File: src/rtl/mcu_spi_pkg.sv
// rtl/mcu_spi_pkg.sv - shared types and constants for the MCU companion SPI master
package mcu_spi_pkg;

  localparam int SPI_BITS = 8;

  typedef enum logic [2:0] {
    IDLE,
    SHIFT,
    WAIT,
    HOLD,
    GAP
  } spi_state_e;

  // Companion command opcodes understood by the core's MCU responder
  localparam logic [7:0] OP_NOP       = 8'h00;
  localparam logic [7:0] OP_READ_REG  = 8'h01;
  localparam logic [7:0] OP_WRITE_REG = 8'h02;
  localparam logic [7:0] OP_STATUS    = 8'h05;

endpackage

File: src/rtl/mcu_spi_if.sv
// rtl/mcu_spi_if.sv - byte-stream front end between a controller and the SPI master
interface mcu_spi_if;
  import mcu_spi_pkg::*;

  logic [SPI_BITS-1:0] tx_data;
  logic                tx_last;
  logic                tx_valid;
  logic                tx_ready;
  logic [SPI_BITS-1:0] rx_data;
  logic                rx_valid;

  modport master (
    output tx_data, tx_last, tx_valid,
    input  tx_ready, rx_data, rx_valid
  );

  modport slave (
    input  tx_data, tx_last, tx_valid,
    output tx_ready, rx_data, rx_valid
  );

endinterface

File: src/rtl/mcu_spi_sync.sv
// rtl/mcu_spi_sync.sv - two-flop synchroniser with configurable reset value
module mcu_spi_sync #(
  parameter logic RST_VAL = 1'b0
) (
  input  logic clk,
  input  logic reset_n,
  input  logic d,
  output logic q
);

  logic meta;

  always_ff @(posedge clk or negedge reset_n) begin
    if (!reset_n) begin
      meta <= RST_VAL;
      q    <= RST_VAL;
    end else begin
      meta <= d;
      q    <= meta;
    end
  end

endmodule

File: src/rtl/mcu_spi_master.sv
// rtl/mcu_spi_master.sv - mode-0 SPI master driving the core's MCU port from on-chip logic
module mcu_spi_master
  import mcu_spi_pkg::*;
#(
  parameter int CLK_DIV = 2,
  parameter int CS_GAP  = 4
) (
  input  logic     clk,
  input  logic     reset_n,
  mcu_spi_if.slave bus,
  output logic     busy,
  output logic     irq,
  output logic     mcu_sclk,
  output logic     mcu_csn,
  output logic     mcu_mosi,
  input  logic     mcu_miso,
  input  logic     mcu_intn
);

  localparam int CNT_MAX = (CLK_DIV > CS_GAP) ? CLK_DIV : CS_GAP;
  localparam int CW      = $clog2(CNT_MAX + 1);
  localparam logic [CW-1:0] DIV_END = CW'(CLK_DIV - 1);
  localparam logic [CW-1:0] GAP_END = CW'(CS_GAP - 1);
  localparam logic [3:0]    BIT_END = 4'(2 * SPI_BITS - 1);

  spi_state_e  state;
  logic [CW-1:0] div_cnt;
  logic [3:0]  bit_cnt;
  logic [6:0]  tx_sr;
  logic [7:0]  rx_sr;
  logic        last_q;
  logic        intn_s;
  logic        accept;
  logic        div_end;

  assign accept  = bus.tx_valid && bus.tx_ready;
  assign div_end = (div_cnt == DIV_END);
  assign busy    = (state != IDLE);
  assign irq     = ~intn_s;

  always_ff @(posedge clk or negedge reset_n) begin
    if (!reset_n) begin
      state        <= IDLE;
      div_cnt      <= '0;
      bit_cnt      <= '0;
      tx_sr        <= '0;
      rx_sr        <= '0;
      last_q       <= 1'b0;
      mcu_sclk     <= 1'b0;
      mcu_csn      <= 1'b1;
      mcu_mosi     <= 1'b0;
      bus.rx_data  <= '0;
      bus.rx_valid <= 1'b0;
      bus.tx_ready <= 1'b1;
    end else begin
      bus.rx_valid <= 1'b0;
      case (state)
        IDLE, WAIT: begin
          if (accept) begin
            state        <= SHIFT;
            mcu_csn      <= 1'b0;
            mcu_mosi     <= bus.tx_data[7];
            tx_sr        <= bus.tx_data[6:0];
            last_q       <= bus.tx_last;
            div_cnt      <= '0;
            bit_cnt      <= '0;
            bus.tx_ready <= 1'b0;
          end
        end
        SHIFT: begin
          if (div_end) begin
            div_cnt  <= '0;
            mcu_sclk <= ~mcu_sclk;
            bit_cnt  <= bit_cnt + 4'd1;
            // Even edge counts are rising edges (sample), odd ones falling (launch)
            if (!bit_cnt[0]) begin
              rx_sr <= {rx_sr[6:0], mcu_miso};
            end else begin
              mcu_mosi <= tx_sr[6];
              tx_sr    <= {tx_sr[5:0], 1'b0};
            end
            if (bit_cnt == BIT_END) begin
              bus.rx_data  <= rx_sr;
              bus.rx_valid <= 1'b1;
              state        <= last_q ? HOLD : WAIT;
              bus.tx_ready <= ~last_q;
            end
          end else begin
            div_cnt <= div_cnt + CW'(1);
          end
        end
        HOLD: begin
          if (div_end) begin
            div_cnt <= '0;
            state   <= GAP;
            mcu_csn <= 1'b1;
          end else begin
            div_cnt <= div_cnt + CW'(1);
          end
        end
        GAP: begin
          if (div_cnt == GAP_END) begin
            div_cnt      <= '0;
            state        <= IDLE;
            bus.tx_ready <= 1'b1;
          end else begin
            div_cnt <= div_cnt + CW'(1);
          end
        end
        default: state <= IDLE;
      endcase
    end
  end

  mcu_spi_sync #(.RST_VAL(1'b1)) u_intn_sync (
    .clk     (clk),
    .reset_n (reset_n),
    .d       (mcu_intn),
    .q       (intn_s)
  );

endmodule

File: src/flat_wrapper.sv
// flat-port wrapper written by rule: the top's interface ports become plain ports
module mcu_spi_master_flat import mcu_spi_pkg::*;
#(
  parameter int CLK_DIV = 2,
  parameter int CS_GAP  = 4
)
  (clk, reset_n, busy, irq, mcu_sclk, mcu_csn, mcu_mosi, mcu_miso, mcu_intn, bus_tx_data, bus_tx_last, bus_tx_valid, bus_tx_ready, bus_rx_data, bus_rx_valid);
  mcu_spi_if bus_i ();
  input  logic clk;
  input  logic reset_n;
  output logic busy;
  output logic irq;
  output logic mcu_sclk;
  output logic mcu_csn;
  output logic mcu_mosi;
  input  logic mcu_miso;
  input  logic mcu_intn;
  input wire logic [$bits(bus_i.tx_data)-1:0] bus_tx_data;
  input wire logic [$bits(bus_i.tx_last)-1:0] bus_tx_last;
  input wire logic [$bits(bus_i.tx_valid)-1:0] bus_tx_valid;
  output wire logic [$bits(bus_i.tx_ready)-1:0] bus_tx_ready;
  output wire logic [$bits(bus_i.rx_data)-1:0] bus_rx_data;
  output wire logic [$bits(bus_i.rx_valid)-1:0] bus_rx_valid;
  assign bus_i.tx_data = bus_tx_data;
  assign bus_i.tx_last = bus_tx_last;
  assign bus_i.tx_valid = bus_tx_valid;
  assign bus_tx_ready = bus_i.tx_ready;
  assign bus_rx_data = bus_i.rx_data;
  assign bus_rx_valid = bus_i.rx_valid;
  mcu_spi_master #(.CLK_DIV(CLK_DIV), .CS_GAP(CS_GAP)) u_core (.clk(clk), .reset_n(reset_n), .bus(bus_i), .busy(busy), .irq(irq), .mcu_sclk(mcu_sclk), .mcu_csn(mcu_csn), .mcu_mosi(mcu_mosi), .mcu_miso(mcu_miso), .mcu_intn(mcu_intn));
endmodule
File: config.mk
export PLATFORM = sky130hd
export DESIGN_NAME = mcu_spi_master_flat
export DESIGN_NICKNAME = d
export VERILOG_FILES = /design/src/rtl/mcu_spi_pkg.sv /design/src/rtl/mcu_spi_if.sv /design/src/rtl/mcu_spi_sync.sv /design/src/rtl/mcu_spi_master.sv /design/src/flat_wrapper.sv
export SDC_FILE = /design/constraint.sdc
export NUM_CORES = 1
export LEC_CHECK = 0
export BUFFER_PORTS_ARGS = -buffer_cell sky130_fd_sc_hd__buf_2
export CAP_MARGIN = 15
export CORE_MARGIN = 2
export CORE_UTILIZATION = 55
export DETAILED_ROUTE_END_ITERATION = 10
export GPL_ROUTABILITY_DRIVEN = 0
export GPL_TIMING_DRIVEN = 0
export PLACE_DENSITY = 0.78
export SYNTH_ARGS = -nofsm -noshare
export SYNTH_HDL_FRONTEND = slang
export SYNTH_HIERARCHICAL = 1
export SYNTH_SLANG_ARGS = --single-unit
export TNS_END_PERCENT = 30
File: constraint.sdc
create_clock -name clk -period 2.1 [get_ports clk]
set_clock_uncertainty 0.05 [all_clocks]
set_input_delay 0.21 -clock clk [delete_from_list [all_inputs] [get_ports clk]]
set_output_delay 0.21 -clock clk [all_outputs]
set_load 0.05 [all_outputs]
# [Word-level counts from Yosys, hierarchy flattened]
# Cells that the tools add are included.
[totals] register_bits=41 input_bits=14 out_inout_bits=15 word_cells=84
[op_classes] add_sub_neg=2 eq_ne=13 muxes=32 bitwise_logic=4 n_reduce_logical=19
[op_table] op="$mux 3" count=8
[op_table] op="$mux 7" count=3
[op_table] op="$pmux 7 s2" count=1
[op_table] op="$mux 1" count=12
[op_table] op="$ne 2x1->1 const B" count=6
[op_table] op="$pmux 3 s4" count=1
[op_table] op="$reduce_and 3->1" count=4
[op_table] op="$reduce_and 5->1" count=2
[op_table] op="$eq 3x2->1 const B" count=3
[op_table] op="$pmux 3 s3" count=1
[op_table] op="$reduce_bool 3->1" count=3
[op_table] op="$mux 4" count=2
[op_table] op="$pmux 4 s2" count=1
[op_table] op="$eq 3x1->1 const B" count=2
[op_table] op="$reduce_and 2->1" count=3
[op_table] op="$add 4x1->4 const B" count=1
[op_table] op="$eq 4x4->1 const B" count=1
[op_table] op="$not 1->1" count=4
[op_table] op="$pmux 1 s2" count=2
[op_table] op="$reduce_and 4->1" count=1
[op_table] op="$reduce_bool 2->1" count=2
[op_table] op="$reduce_or 2->1" count=2
[op_table] op="$add 3x1->3 const B" count=1
[op_table] op="$eq 3x3->1 const B" count=1
[op_table] op="other kinds (3)" count=3

# [Logic depth before layout (Yosys ltp)]
# Gate-level depths: netlist of run 1.
[depth] ltp_word=4 ltp_mapped=8 depth_no_buf=6

# [Hierarchy]
# Netlist of run 1, hierarchy kept.
[modules_own_cells] module="mcu_spi_master" n_inst=1 cells_per_inst=152 area_per_inst_um2=1803.0 seq_area_each_um2=978.4
[modules_own_cells] module="mcu_spi_sync" n_inst=1 cells_per_inst=2 area_per_inst_um2=52.6 seq_area_each_um2=52.6

# [Least setup slack after synthesis of run 1]
# Ideal clock, no wire load.
[synth_timing] path_type="flip-flop to flip-flop" from="register u_core.div_cnt[0]" to="register u_core.bus.rx_data[0]" setup_time_ns=0.125 t_arrival_ns=1.673 required_time_ns=1.925 path_slack_ns=0.252 stages_incl_launch_ff=8 path_buffers=2 period_less_slack_ns=1.848 path_cell_list="dfrtp_1 ha_1 nor2b_1 buf_4 and4_1 buf_2 nand2_2 mux2_2"
[synth_between] elab_chain_cells=2
[synth_rtl] element="start, declared" line_no="mcu_spi_master.sv:27" rtl="logic [CW-1:0] div_cnt;"
[synth_rtl] element="start signal, assigned" line_no="mcu_spi_master.sv:89" rtl="div_cnt <= div_cnt + CW'(1);"
[synth_rtl] element="start signal, assigned" line_no="mcu_spi_master.sv:98" rtl="div_cnt <= div_cnt + CW'(1);"
[synth_rtl] element="start signal, assigned" line_no="mcu_spi_master.sv:107" rtl="div_cnt <= div_cnt + CW'(1);"
[synth_rtl] element="$eq 3x1->1" line_no="mcu_spi_master.sv:37" rtl="assign div_end = (div_cnt == DIV_END);"
[synth_rtl] element="$reduce_and 3->1 (no line)"
[synth_rtl] element="end signal, assigned" line_no="mcu_spi_master.sv:83" rtl="bus.rx_data <= rx_sr;"
[synth_rtl] element="end, declared" line_no="mcu_spi_if.sv:19" rtl="output tx_ready, rx_data, rx_valid"
# No other way between the ends.
# A chain may end at the register's enable or synchronous reset.

# [Final worst setup path of run 1]
[layout_timing] from="register u_core.div_cnt[0]" to="register u_core.bus.rx_data[6]"
# Same word-level chain as after synthesis.

==> tab_implementation.tex, run 1 <==
\begin{tabular}{lr}
\hline
Metric & Value \\
\hline
\multicolumn{2}{l}{\textbf{Worst setup path}} \\
\quad Critical Path Start Type & register \\
\quad Start point of the critical path & u\_core/div\_cnt[0] \\
\quad Startpoint of the worst register-to-register path & u\_core/div\_cnt[0] \\
\quad Largest fanout on the critical path & 10 \\
\quad Slowest cell on crit path & sky130\_fd\_sc\_hd\_\_dfrtp\_1 \\
\quad Number of cell instances on the worst register-to-register path & 7 \\
\quad Class of the most critical setup path & reg2reg \\
\quad CP Data Required Time & 2290 ps \\
\quad Crit-path max cell delay & 440 ps \\
\quad Series of cell instances along the critical path & ha\_1 > nor2b\_1 > buf\_4 > and4\_1 > buf\_2 > nand2\_4 > mux2\_2 \\
\quad Arrival time of data at the critical path endpoint & 2150 ps \\
\quad Crit path capture & u\_core/bus.rx\_data[6] \\
\quad Nature of the critical path endpoint & register \\
\quad Critical R2R Capture & u\_core/bus.rx\_data[6] \\
\quad Minimum setup slack among reg-to-reg paths & 140 ps \\
\multicolumn{2}{l}{\textbf{Yosys}} \\
\quad Number of nets produced by synthesis & 173 \\
\quad Share of the yosys chip area belonging to registers & 55.6\% \\
\quad Synth Cell Area & 1860 um2 \\
\quad Area share of the largest cell type after synthesis & 49.9\% \\
\quad Syn avg cell area & 12.0 um2 \\
\quad Number of distinct library cell variants in the gate-level netlist after synthesis & 35 \\
\quad Register bit count reported by yosys & 41 \\
\quad Leading area contributor after synthesis & sky130\_fd\_sc\_hd\_\_dfrtp\_1 \\
\quad Number of standard cells after synthesis & 154 \\
\quad Count of synthesis-stage warnings from yosys & 6 \\
\quad Biggest area contributors in the synthesized netlist & sky130\_fd\_sc\_hd\_\_dfrtp\_1 50\%, sky130\_fd\_sc\_hd\_\_mux2\_2 9.7\%, sky130\_fd\_sc\_hd\_\_dfstp\_2 5.7\%, sky130\_fd\_sc\_hd\_\_mux2i\_1 4.9\%, sky130\_fd\_sc\_hd\_\_ha\_1 3.4\% \\
\multicolumn{2}{l}{\textbf{Detailed routing}} \\
\quad Vias post-DR & 1293 \\
\quad DRC violations left & 0 \\
\quad Initial drt markers & 58 \\
\quad Average wire length per cell after detail routing & 13.8 um \\
\quad Drt total wl & 3280 um \\
\quad DRT Pass-1 Iters & 4 \\
\quad Post-route antenna net violation count & 0 \\
\quad Average via count per standard cell & 5.43 \\
\multicolumn{2}{l}{\textbf{Floorplan}} \\
\quad Count of pins on the block boundary & 29 \\
\quad DIE AREA & 3850 um2 \\
\quad Placeable Area & 3280 um2 \\
\quad Cell row count & 21 \\
\quad Initial Utilization & 56.5\% \\
\quad Die Height & 62.1 um \\
\quad Die Wd & 62.1 um \\
\multicolumn{2}{l}{\textbf{GRT}} \\
\quad Total routing resource utilization after global routing & 20.2\% \\
\quad Antenna violations before repair & 0 \\
\quad Largest net degree at the start of global routing & 42 \\
\quad Total congestion overflow after global routing & 0 \\
\quad Vias in the first global route & 1275 \\
\quad Wire length of the first global-routing pass & 5600 um \\
\multicolumn{2}{l}{\textbf{Pwr}} \\
\quad Power Density & 1340 nW/um2 \\
\quad Total power & 0.00290 W \\
\quad Largest vdd supply drop & 658 uV \\
\quad Static Leak & 1.07 nW \\
\multicolumn{2}{l}{\textbf{Clock network}} \\
\quad H-Tree Depth & 2 \\
\quad CTS Buf Count & 5 \\
\quad Post-CTS Setup Bufs & 0 \\
\quad Clock latency on the worst-skew pair & 340 ps \\
\quad Clock tree from TritonCTS & built \\
\quad TritonCTS sink count & 41 \\
\quad Register clock-pin slew on the reported worst setup and hold paths & 120 ps \\
\quad Bufs on Longest Clock Path & 2 \\
\quad Buffer type at the clock tree root & sky130\_fd\_sc\_hd\_\_clkbuf\_4 \\
\multicolumn{2}{l}{\textbf{STA}} \\
\quad Final Hold Viols & 0 \\
\quad Setup violation total in the final timing report & 0 \\
\quad Final critical path time including I/O delays and setup & 1960 ps \\
\quad Normalized max-slew margin & 41.7\% \\
\quad RSZ-0062 raised after global routing & false \\
\quad Final sum of negative setup slack & 0 ps \\
\quad Transition at the pin with the smallest max-transition slack & 875 ps \\
\quad Upper clock frequency limit & 509 MHz \\
\quad Slew Limit Fails & 0 \\
\quad Share of the clock period used by the worst path after layout & 93.5\% \\
\multicolumn{2}{l}{\textbf{Finish}} \\
\quad Fill cell instance count of the final layout & 277 \\
\quad Most common cell after layout, fill and taps aside & sky130\_fd\_sc\_hd\_\_dfrtp\_1 \\
\quad Share of cells above drive strength 1 & 35.4\% \\
\quad Synthesis-to-finish area growth & 16.8\% \\
\quad Total number of nets in the final design & 210 \\
\quad Total non-filler cell area in the finished layout & 2170 um2 \\
\quad Count of antenna diodes in the layout & 0 \\
\quad Commonest cells after routing, fill and taps aside & 37 x sky130\_fd\_sc\_hd\_\_dfrtp\_1, 31 x sky130\_fd\_sc\_hd\_\_buf\_2, 16 x sky130\_fd\_sc\_hd\_\_mux2\_2, 12 x sky130\_fd\_sc\_hd\_\_a21oi\_1, 11 x sky130\_fd\_sc\_hd\_\_nor2\_1 \\
\multicolumn{2}{l}{\textbf{Run}} \\
\quad Number of maximum-capacitance violations & 0 \\
\multicolumn{2}{l}{\textbf{Placed design}} \\
\quad Post-detail-place hpwl & 2340 um \\
\quad Dpl cell area & 2050 um2 \\
\quad PortBufs & 28 \\
\multicolumn{2}{l}{\textbf{Min path}} \\
\quad Origin of the worst min-delay path & bus\_tx\_data[0] \\
\quad Class of the tightest hold or removal check & in2reg \\
\multicolumn{2}{l}{\textbf{Status}} \\
\quad Status & complete, no violations \\
\hline
\end{tabular}
## through the flow
step,std cells,hold WS (ps),setup slack [ps],util (%)
after detailed placement,228,267,85.8,62.5
after floorplan,154,-136,252,-
final,238,27.7,136,66.0
after global routing,238,1.86,46.7,66.0
after CTS,238,19.6,60.6,65.8
after global placement,228,265,150,62.5
## state kept, by name (all words and copies together), names as in the netlist, 3 cells and up
register	cells
u_core/bit_cnt	4
u_core/bus.rx_data	8
u_core/div_cnt	3
u_core/rx_sr	8
u_core/state	3
u_core/tx_sr	7
## kinds of logic after synthesis
kind of cell	after synthesis	synth area share (%)
buf+inv	14	3.64
mux	25	14.6
flops	41	55.6
xor+xnor	3	1.42
simple gates	38	12.6
compound gates	28	8.83
fa+ha+maj	5	3.37
## where the power goes
part           internal [W]  switching [W]  leakage, nW  total (W)
clock network      0.000283       0.000253       0.0445   0.000535
logic              0.000462       0.000663        0.521    0.00113
registers           0.00106       0.000181        0.508    0.00124
total               0.00180        0.00110         1.07    0.00290
## per-layer routing
metal / track usage, % / wire length (um)
met4: 7.90 / 42
met2: 33.0 / 1720
met1: 25.1 / 1400
met5: 0 / 0
met3: 6.42 / 115
## how the worst min path moves through the flow
stage                                    endpoint  slack [ps]  cells past startpoint
final                             u_core/tx_sr[0]          30                      3
after global routing              u_core/tx_sr[0]           2                      3
after CTS                         u_core/tx_sr[0]          20                      3
after detailed placement  u_core/u_intn_sync/meta         270                      1
after global placement    u_core/u_intn_sync/meta         270                      1
after floorplan                 u_core/bit_cnt[0]        -140                      0
## worst max-delay path: cells and delay by family (launching register included)
| family | cells | cell delay [ps] |
|---|---|---|
| buffers and inverters | 2 | 330 |
| DFF | 1 | 440 |
| adders and majority gates | 1 | 230 |
| muxes | 1 | 350 |
| and+or+nand+nor | 3 | 460 |
## layout make-up
cell class                 instances  area (um2)  share of cell area (%)
buffer                             8        45.0                    2.08
sequential                        41        1030                    47.6
clock inverter                     2        37.5                    1.73
tap                               46        57.6                    2.66
multi-input combinational         99         762                    35.2
clock buffer                       6        51.3                    2.37
timing repair buffer              30         160                    7.39
inverter                           6        22.5                    1.04
## synthesized netlist by cell type
cell and n:
sky130_fd_sc_hd__nor2_4 1, sky130_fd_sc_hd__dfstp_2 4, sky130_fd_sc_hd__o211ai_1 1, sky130_fd_sc_hd__and4_1 1, sky130_fd_sc_hd__nor3_1 2, sky130_fd_sc_hd__a211oi_1 2
sky130_fd_sc_hd__nand2_2 2, sky130_fd_sc_hd__dfrtp_1 37, sky130_fd_sc_hd__xnor2_1 1, sky130_fd_sc_hd__or3_1 2, sky130_fd_sc_hd__clkbuf_1 1, sky130_fd_sc_hd__nor3b_4 1
sky130_fd_sc_hd__xor2_1 2, sky130_fd_sc_hd__mux2_2 16, sky130_fd_sc_hd__a211o_1 1, sky130_fd_sc_hd__mux2i_1 9, sky130_fd_sc_hd__nand2b_1 1, sky130_fd_sc_hd__buf_1 1
sky130_fd_sc_hd__o22ai_1 2, sky130_fd_sc_hd__o22a_1 1, sky130_fd_sc_hd__a21oi_1 12, sky130_fd_sc_hd__inv_1 6, sky130_fd_sc_hd__nor2b_1 3, sky130_fd_sc_hd__buf_4 3
sky130_fd_sc_hd__nand3b_1 3, sky130_fd_sc_hd__buf_2 3, sky130_fd_sc_hd__a31o_2 1, sky130_fd_sc_hd__nor4bb_1 1, sky130_fd_sc_hd__a31oi_1 2, sky130_fd_sc_hd__nand2_1 7
sky130_fd_sc_hd__nand3_1 2, sky130_fd_sc_hd__ha_1 5, sky130_fd_sc_hd__nor4bb_4 1, sky130_fd_sc_hd__nor2_1 11, sky130_fd_sc_hd__o21ai_0 6
## timing repair
action,in CTS,in global routing
endpoints found under the setup margin,0,4
resized for setup,0,1
hold buffers,2,0
hold endpoints to repair,38,0
No activity file was read; power rests on OpenSTA's default activity.
==> run 2, diff against run 1 <==
--- a/config.mk
+++ b/config.mk
@@ -7,12 +7,14 @@
 export LEC_CHECK = 0
 export BUFFER_PORTS_ARGS = -buffer_cell sky130_fd_sc_hd__buf_2
 export CAP_MARGIN = 15
+export CELL_PAD_IN_SITES_DETAIL_PLACEMENT = 1
+export CELL_PAD_IN_SITES_GLOBAL_PLACEMENT = 1
 export CORE_MARGIN = 2
-export CORE_UTILIZATION = 55
+export CORE_UTILIZATION = 44
 export DETAILED_ROUTE_END_ITERATION = 10
 export GPL_ROUTABILITY_DRIVEN = 0
 export GPL_TIMING_DRIVEN = 0
-export PLACE_DENSITY = 0.78
+export PLACE_DENSITY_LB_ADDON = 0.1
 export SYNTH_ARGS = -nofsm -noshare
 export SYNTH_HDL_FRONTEND = slang
 export SYNTH_HIERARCHICAL = 1
==> run 2 against run 1 <==
The flow now finishes with violations (negative hold slack). Global-route usage shrank 2.1 points. Final area grew 0.98%. Die area grew 23%. Clock power grew 19%. Combinational power is essentially flat. Worst hold slack lost 29 ps. Via count shrank 1.1%. Non-clock buffer count shrank 1. Register-to-register slack lost 20 ps. Core utilization shrank 12 points. Count of clock-buffer cells in the layout shrank 1. Critical path type unchanged. Largest cell class unchanged. Largest power group unchanged. Highest routed layer unchanged.
==> tab_implementation.tex, run 2 (synthesized netlist as in run 1, its figures left out) <==
\begin{tabular}{lr}
\hline
Metric & Value \\
\hline
\multicolumn{2}{l}{\textbf{Pwr}} \\
\quad Internal Dissipation & 0.00187 W \\
\quad Static Leak & 1.08 nW \\
\quad Sequential Power Share & 41.2\% \\
\quad Total power & 0.00301 W \\
\quad Switching power as a share of total power & 37.7\% \\
\quad Net switching power & 0.00114 W \\
\quad Power Density & 1380 nW/um2 \\
\quad Clk pwr share & 21.1\% \\
\quad Combinational share of power & 37.7\% \\
\quad Largest vdd supply drop & 621 uV \\
\multicolumn{2}{l}{\textbf{Finish}} \\
\quad Final cell count without fillers & 241 \\
\quad Largest registers & u\_core/bus.rx\_data: 8 flops, u\_core/rx\_sr: 8 flops, u\_core/tx\_sr: 7 flops \\
\quad Synthesis-to-finish area growth & 17.9\% \\
\quad Most common cell after layout, fill and taps aside & sky130\_fd\_sc\_hd\_\_dfrtp\_1 \\
\quad Area occupied by registers & 1030 um2 \\
\quad Commonest cells after routing, fill and taps aside & 37 x sky130\_fd\_sc\_hd\_\_dfrtp\_1, 31 x sky130\_fd\_sc\_hd\_\_buf\_2, 16 x sky130\_fd\_sc\_hd\_\_mux2\_2, 12 x sky130\_fd\_sc\_hd\_\_a21oi\_1, 11 x sky130\_fd\_sc\_hd\_\_nor2\_1 \\
\quad Count of antenna diodes in the layout & 0 \\
\quad Multi-input combinational cell area & 762 um2 \\
\quad Total number of nets in the final design & 209 \\
\quad Fill cell instance count of the final layout & 448 \\
\quad Share of cells above drive strength 1 & 35.6\% \\
\multicolumn{2}{l}{\textbf{Detailed routing}} \\
\quad Drt total wl & 3830 um \\
\quad DRT Pass-1 Iters & 3 \\
\quad Initial drt markers & 35 \\
\quad Post-route antenna net violation count & 0 \\
\quad Vias post-DR & 1279 \\
\quad Average wire length per cell after detail routing & 15.9 um \\
\quad DRC violations left & 0 \\
\quad Average via count per standard cell & 5.31 \\
\multicolumn{2}{l}{\textbf{STA}} \\
\quad Upper clock frequency limit & 504 MHz \\
\quad Final sum of negative setup slack & 0 ps \\
\quad RSZ-0062 raised after global routing & false \\
\quad Final Hold Viols & 1 \\
\quad Transition at the pin with the smallest max-transition slack & 910 ps \\
\quad Slew Limit Fails & 0 \\
\quad Hold Worst Slack & -0.889 ps \\
\quad Share of the clock period used by the worst path after layout & 94.4\% \\
\quad Setup violation total in the final timing report & 0 \\
\quad Least setup slack across all paths after layout & 118 ps \\
\quad Normalized max-slew margin & 39.3\% \\
\quad Final critical path time including I/O delays and setup & 1980 ps \\
\multicolumn{2}{l}{\textbf{Worst setup path}} \\
\quad Startpoint of the worst register-to-register path & u\_core/div\_cnt[0] \\
\quad Nature of the critical path endpoint & register \\
\quad Class of the most critical setup path & reg2reg \\
\quad Largest fanout on the critical path & 10 \\
\quad Critical R2R Capture & u\_core/bus.rx\_data[5] \\
\quad Number of cell instances on the worst register-to-register path & 7 \\
\quad Crit-path max cell delay & 410 ps \\
\quad Start point of the critical path & u\_core/div\_cnt[0] \\
\quad Number of buffer and inverter instances along the worst setup path & 2 \\
\quad Arrival time of data at the critical path endpoint & 2110 ps \\
\quad Series of cell instances along the critical path & ha\_1 > nor2b\_1 > buf\_4 > and4\_1 > buf\_2 > nand2\_4 > mux2\_2 \\
\quad Crit. path cell count & 7 \\
\quad Family with the most delay on the worst path & simple AND/OR/NAND/NOR gates \\
\quad Crit path capture & u\_core/bus.rx\_data[5] \\
\quad Minimum setup slack among reg-to-reg paths & 120 ps \\
\quad Critical Path Start Type & register \\
\quad Slowest cell on crit path & sky130\_fd\_sc\_hd\_\_dfrtp\_1 \\
\quad CP Data Required Time & 2230 ps \\
\multicolumn{2}{l}{\textbf{Placed design}} \\
\quad Placed cells & 232 \\
\quad PortBufs & 28 \\
\quad Post-Place Setup Slack & 47.3 ps \\
\quad Post-detail-place hpwl & 2750 um \\
\multicolumn{2}{l}{\textbf{Clock network}} \\
\quad Bufs on Longest Clock Path & 2 \\
\quad CTS Buf Count & 5 \\
\quad Clock tree from TritonCTS & built \\
\quad H-Tree Depth & 2 \\
\quad Buffer type at the clock tree root & sky130\_fd\_sc\_hd\_\_clkbuf\_8 \\
\quad Post-CTS Setup Bufs & 0 \\
\quad Clock latency on the worst-skew pair & 290 ps \\
\quad TritonCTS sink count & 41 \\
\quad Register clock-pin slew on the reported worst setup and hold paths & 80 ps \\
\multicolumn{2}{l}{\textbf{GRT}} \\
\quad Wire length of the first global-routing pass & 6220 um \\
\quad Antenna violations before repair & 0 \\
\quad Total congestion overflow after global routing & 0 \\
\quad Total routing resource utilization after global routing & 18.1\% \\
\quad Largest net degree at the start of global routing & 42 \\
\quad Vias in the first global route & 1354 \\
\multicolumn{2}{l}{\textbf{Status}} \\
\quad Failing checks & negative hold slack \\
\quad Status & finished with violations \\
\multicolumn{2}{l}{\textbf{Floorplan}} \\
\quad Die Wd & 68.9 um \\
\quad Die Height & 68.9 um \\
\quad DIE AREA & 4750 um2 \\
\quad Initial Utilization & 46.1\% \\
\quad Count of pins on the block boundary & 29 \\
\quad Placeable Area & 4030 um2 \\
\quad Cell row count & 23 \\
\multicolumn{2}{l}{\textbf{Run}} \\
\quad Number of maximum-capacitance violations & 0 \\
\multicolumn{2}{l}{\textbf{Min path}} \\
\quad Class of the tightest hold or removal check & in2async \\
\hline
\end{tabular}
==> run 2: worst min-delay path by stage <==
| stage | startpoint | endpoint | slack, ps | cells past startpoint |
|---|---|---|---|---|
| 6_report | reset_n | u_core/tx_sr[3] | -0.9 | 1 |
| 5_1_grt | reset_n | u_core/rx_sr[1] | 40 | 1 |
| 4_1_cts | reset_n | u_core/tx_sr[3] | 20 | 1 |
| 3_5_place_dp | mcu_intn | u_core/u_intn_sync/meta | 270 | 1 |
| 3_3_place_gp | mcu_intn | u_core/u_intn_sync/meta | 270 | 1 |
| 2_1_floorplan | reset_n | u_core/bit_cnt[0] | -140 | 0 |
==> run 2: area by class of cell <==
| cell class | count | area share (%) |
|---|---|---|
| clock inverter | 3 | 2.12 |
| multi-input combinational | 99 | 34.8 |
| inverter | 6 | 1.03 |
| tap | 50 | 2.86 |
| timing repair buffer | 29 | 6.86 |
| sequential | 41 | 47.1 |
| buffer | 8 | 2.06 |
| clock buffer | 5 | 3.14 |
==> run 2: timing repair <==
action	4_1_cts	5_1_grt
hold buffers	1	0
resized for setup	0	1
setup endpoints to repair	0	8
endpoints found under the hold margin	1	0
==> run 2: power by group through the flow <==
stage | sequential, W | combinational (W) | clock (W)
2_1_floorplan | 0.00137 | 0.000725 | 0
3_3_place_gp | 0.00123 | 0.00109 | 0
3_5_place_dp | 0.00126 | 0.00114 | 0
4_1_cts | 0.00124 | 0.00115 | 0.000652
5_1_grt | 0.00128 | 0.00125 | 0.000685
6_report | 0.00124 | 0.00113 | 0.000636
==> run 2: routing by layer <==
layer  vias up  track usage [%]  wire, um  part of all wire (%)
met5         -                0         0                     0
met4         0             7.35        46                   1.2
met3         6             3.41        92                   2.4
met2        17             31.3      2010                    53
met1       642             22.2      1670                    44
li1        614                -         -                     -
==> run 2: per-stage QoR <==
step / area [um2] / util, %
after global placement: 2060 / 51.1
after detailed placement: 2060 / 51.1
after global routing: 2190 / 54.3
after floorplan: 1860 / -
after CTS: 2180 / 54.2
final: 2190 / 54.3
==> run 2: worst register-to-register path, cell delays in order (launching register included) <==
cell	delay (ps)
sky130_fd_sc_hd__dfrtp_1	410
sky130_fd_sc_hd__ha_1	230
sky130_fd_sc_hd__nor2b_1	140
sky130_fd_sc_hd__buf_4	170
sky130_fd_sc_hd__and4_1	210
sky130_fd_sc_hd__buf_2	160
sky130_fd_sc_hd__nand2_4	140
sky130_fd_sc_hd__mux2_2	360
==> run 3, diff against run 2 <==
--- a/config.mk
+++ b/config.mk
@@ -9,6 +9,7 @@
 export CAP_MARGIN = 15
 export CELL_PAD_IN_SITES_DETAIL_PLACEMENT = 1
 export CELL_PAD_IN_SITES_GLOBAL_PLACEMENT = 1
+export CORE_ASPECT_RATIO = 0.75
 export CORE_MARGIN = 2
 export CORE_UTILIZATION = 44
 export DETAILED_ROUTE_END_ITERATION = 10
==> run 3 against run 2 <==
The flow still finishes with violations (negative hold slack). Core utilization fell by 0.98 points. Combinational power about the same. Largest power group unchanged. Final area is 1.2% lower. Critical endpoint is now u_core/bus.rx_data[3]. Maximum frequency is 0.53% lower. Cell count grew 2.1%.
==> tab_implementation.tex, run 3 (synthesized netlist as in run 1, its figures left out) <==
\begin{tabular}{lr}
\hline
Metric & Value \\
\hline
\multicolumn{2}{l}{\textbf{Finish}} \\
\quad Synthesis-to-finish area growth & 16.5\% \\
\quad Largest registers & u\_core/bus.rx\_data: 8 flops, u\_core/rx\_sr: 8 flops, u\_core/tx\_sr: 7 flops \\
\quad Count of antenna diodes in the layout & 0 \\
\quad Total number of nets in the final design & 209 \\
\quad Commonest cells after routing, fill and taps aside & 37 x sky130\_fd\_sc\_hd\_\_dfrtp\_1, 31 x sky130\_fd\_sc\_hd\_\_buf\_2, 16 x sky130\_fd\_sc\_hd\_\_mux2\_2, 12 x sky130\_fd\_sc\_hd\_\_a21oi\_1, 11 x sky130\_fd\_sc\_hd\_\_nor2\_1 \\
\quad Share of cells above drive strength 1 & 35.1\% \\
\quad Most common cell after layout, fill and taps aside & sky130\_fd\_sc\_hd\_\_dfrtp\_1 \\
\multicolumn{2}{l}{\textbf{Clock network}} \\
\quad Register clock-pin slew on the reported worst setup and hold paths & 70 ps \\
\quad CTS Buf Count & 5 \\
\quad Bufs on Longest Clock Path & 2 \\
\quad Clock tree from TritonCTS & built \\
\quad TritonCTS sink count & 41 \\
\quad Clock latency on the worst-skew pair & 300 ps \\
\quad Buffer type at the clock tree root & sky130\_fd\_sc\_hd\_\_clkbuf\_8 \\
\quad Post-CTS Setup Bufs & 0 \\
\quad H-Tree Depth & 2 \\
\multicolumn{2}{l}{\textbf{Worst setup path}} \\
\quad Family with the most delay on the worst path & simple AND/OR/NAND/NOR gates \\
\quad Crit-path max cell delay & 410 ps \\
\quad Number of buffer and inverter instances along the worst setup path & 2 \\
\quad Nature of the critical path endpoint & register \\
\quad Critical Path Start Type & register \\
\quad Class of the most critical setup path & reg2reg \\
\quad Slowest cell on crit path & sky130\_fd\_sc\_hd\_\_dfrtp\_1 \\
\quad Arrival time of data at the critical path endpoint & 2120 ps \\
\quad Largest fanout on the critical path & 10 \\
\quad CP Data Required Time & 2230 ps \\
\quad Series of cell instances along the critical path & ha\_1 > nor2b\_1 > buf\_4 > and4\_1 > buf\_2 > nand2\_4 > mux2\_2 \\
\multicolumn{2}{l}{\textbf{Floorplan}} \\
\quad Die Height & 60.2 um \\
\quad DIE AREA & 4760 um2 \\
\quad Count of pins on the block boundary & 29 \\
\quad Cell row count & 20 \\
\quad Die Wd & 79.0 um \\
\quad Initial Utilization & 45.8\% \\
\quad Placeable Area & 4050 um2 \\
\multicolumn{2}{l}{\textbf{Pwr}} \\
\quad Internal Dissipation & 0.00175 W \\
\quad Sequential Power Share & 43.4\% \\
\quad Net switching power & 0.00111 W \\
\quad Clk pwr share & 17.0\% \\
\quad Total power & 0.00286 W \\
\quad Power Density & 1320 nW/um2 \\
\quad Largest vdd supply drop & 597 uV \\
\quad Static Leak & 1.07 nW \\
\quad Switching power as a share of total power & 38.8\% \\
\quad Combinational share of power & 39.6\% \\
\multicolumn{2}{l}{\textbf{STA}} \\
\quad Upper clock frequency limit & 502 MHz \\
\quad Setup violation total in the final timing report & 0 \\
\quad Final Hold Viols & 37 \\
\quad Final critical path time including I/O delays and setup & 1990 ps \\
\quad Hold Worst Slack & -34.0 ps \\
\quad Normalized max-slew margin & 42.5\% \\
\quad Final sum of negative setup slack & 0 ps \\
\quad Slew Limit Fails & 0 \\
\quad Transition at the pin with the smallest max-transition slack & 863 ps \\
\quad RSZ-0062 raised after global routing & false \\
\quad Share of the clock period used by the worst path after layout & 94.9\% \\
\multicolumn{2}{l}{\textbf{GRT}} \\
\quad Antenna violations before repair & 0 \\
\quad Largest net degree at the start of global routing & 42 \\
\quad Total routing resource utilization after global routing & 17.6\% \\
\quad Total congestion overflow after global routing & 0 \\
\quad Wire length of the first global-routing pass & 6220 um \\
\quad Vias in the first global route & 1333 \\
\multicolumn{2}{l}{\textbf{Detailed routing}} \\
\quad Vias post-DR & 1261 \\
\quad Average via count per standard cell & 5.13 \\
\quad Average wire length per cell after detail routing & 15.0 um \\
\quad DRT Pass-1 Iters & 4 \\
\quad Drt total wl & 3700 um \\
\quad Initial drt markers & 68 \\
\quad DRC violations left & 0 \\
\quad Post-route antenna net violation count & 0 \\
\multicolumn{2}{l}{\textbf{Placed design}} \\
\quad Post-detail-place hpwl & 2770 um \\
\quad PortBufs & 28 \\
\multicolumn{2}{l}{\textbf{Status}} \\
\quad Failing checks & negative hold slack \\
\quad Status & finished with violations \\
\multicolumn{2}{l}{\textbf{Min path}} \\
\quad Class of the tightest hold or removal check & in2async \\
\multicolumn{2}{l}{\textbf{Run}} \\
\quad Number of maximum-capacitance violations & 0 \\
\hline
\end{tabular}
-- run 3: changes by cell type in the layout (fill, tap and decap cells not counted), sizes merged --
cell,delta
clkinv,+1
bufinv,-1
clkbuf,+1
clkinvlp,-1
-- run 3: through the flow --
stage          setup slack, ps  instance area [um2]  utilization, %  instances  hold WS [ps]
2_1_floorplan              252                 1860               -        154          -136
3_3_place_gp               124                 2060            50.9        237           265
3_5_place_dp              26.3                 2060            50.9        237           268
4_1_cts                   10.9                 2160            53.2        246          6.29
5_1_grt                   28.3                 2160            53.3        246          34.5
6_report                   107                 2160            53.3        246         -34.0
-- run 3: repair_timing --
action                     4_1_cts  5_1_grt
hold endpoints to repair         1        0
hold buffers                     1        0
resized for setup                0        1
setup endpoints to repair        0        8
-- run 3: per-layer routing --
metal / global-route usage [%] / share of wire [%] / up-vias
met2: 29.7 / 48 / 26
met4: 7.39 / 1.6 / 0
met3: 4.83 / 4.5 / 6
met5: 0 / 0 / -
met1: 21.8 / 46 / 614
li1: - / - / 615
-- run 3: power groups by stage --
| stage | logic (W) | registers [W] | clock network, W |
|---|---|---|---|
| 2_1_floorplan | 0.000725 | 0.00137 | 0 |
| 3_3_place_gp | 0.00108 | 0.00123 | 0 |
| 3_5_place_dp | 0.00115 | 0.00126 | 0 |
| 4_1_cts | 0.00115 | 0.00124 | 0.000516 |
| 5_1_grt | 0.00126 | 0.00128 | 0.000546 |
| 6_report | 0.00113 | 0.00124 | 0.000488 |
-- run 3: layout make-up --
type	count	area (um2)
buffer	8	45.0
clock buffer	6	72.6
clock inverter	2	10.0
fill	459	1890
inverter	6	22.5
multi-input combinational	99	762
sequential	41	1030
tap	55	68.8
timing repair buffer	29	150
-- run 3: final timing paths --
kind / slack [ps] / from / cells after the start / endpoint
worst max-delay path: 110 / u_core/div_cnt[0] / 7 / u_core/bus.rx_data[3]
worst min-delay path: -30 / reset_n / 1 / u_core/state[1]
worst max register to register: 110 / u_core/div_cnt[0] / 7 / u_core/bus.rx_data[3]
worst min register to register: 310 / u_core/u_intn_sync/meta / 0 / u_core/u_intn_sync/q
max in group asynchronous: 1480 / reset_n / 1 / u_core/div_cnt[0]
min in group clk: 80 / bus_tx_last / 3 / u_core/last_q
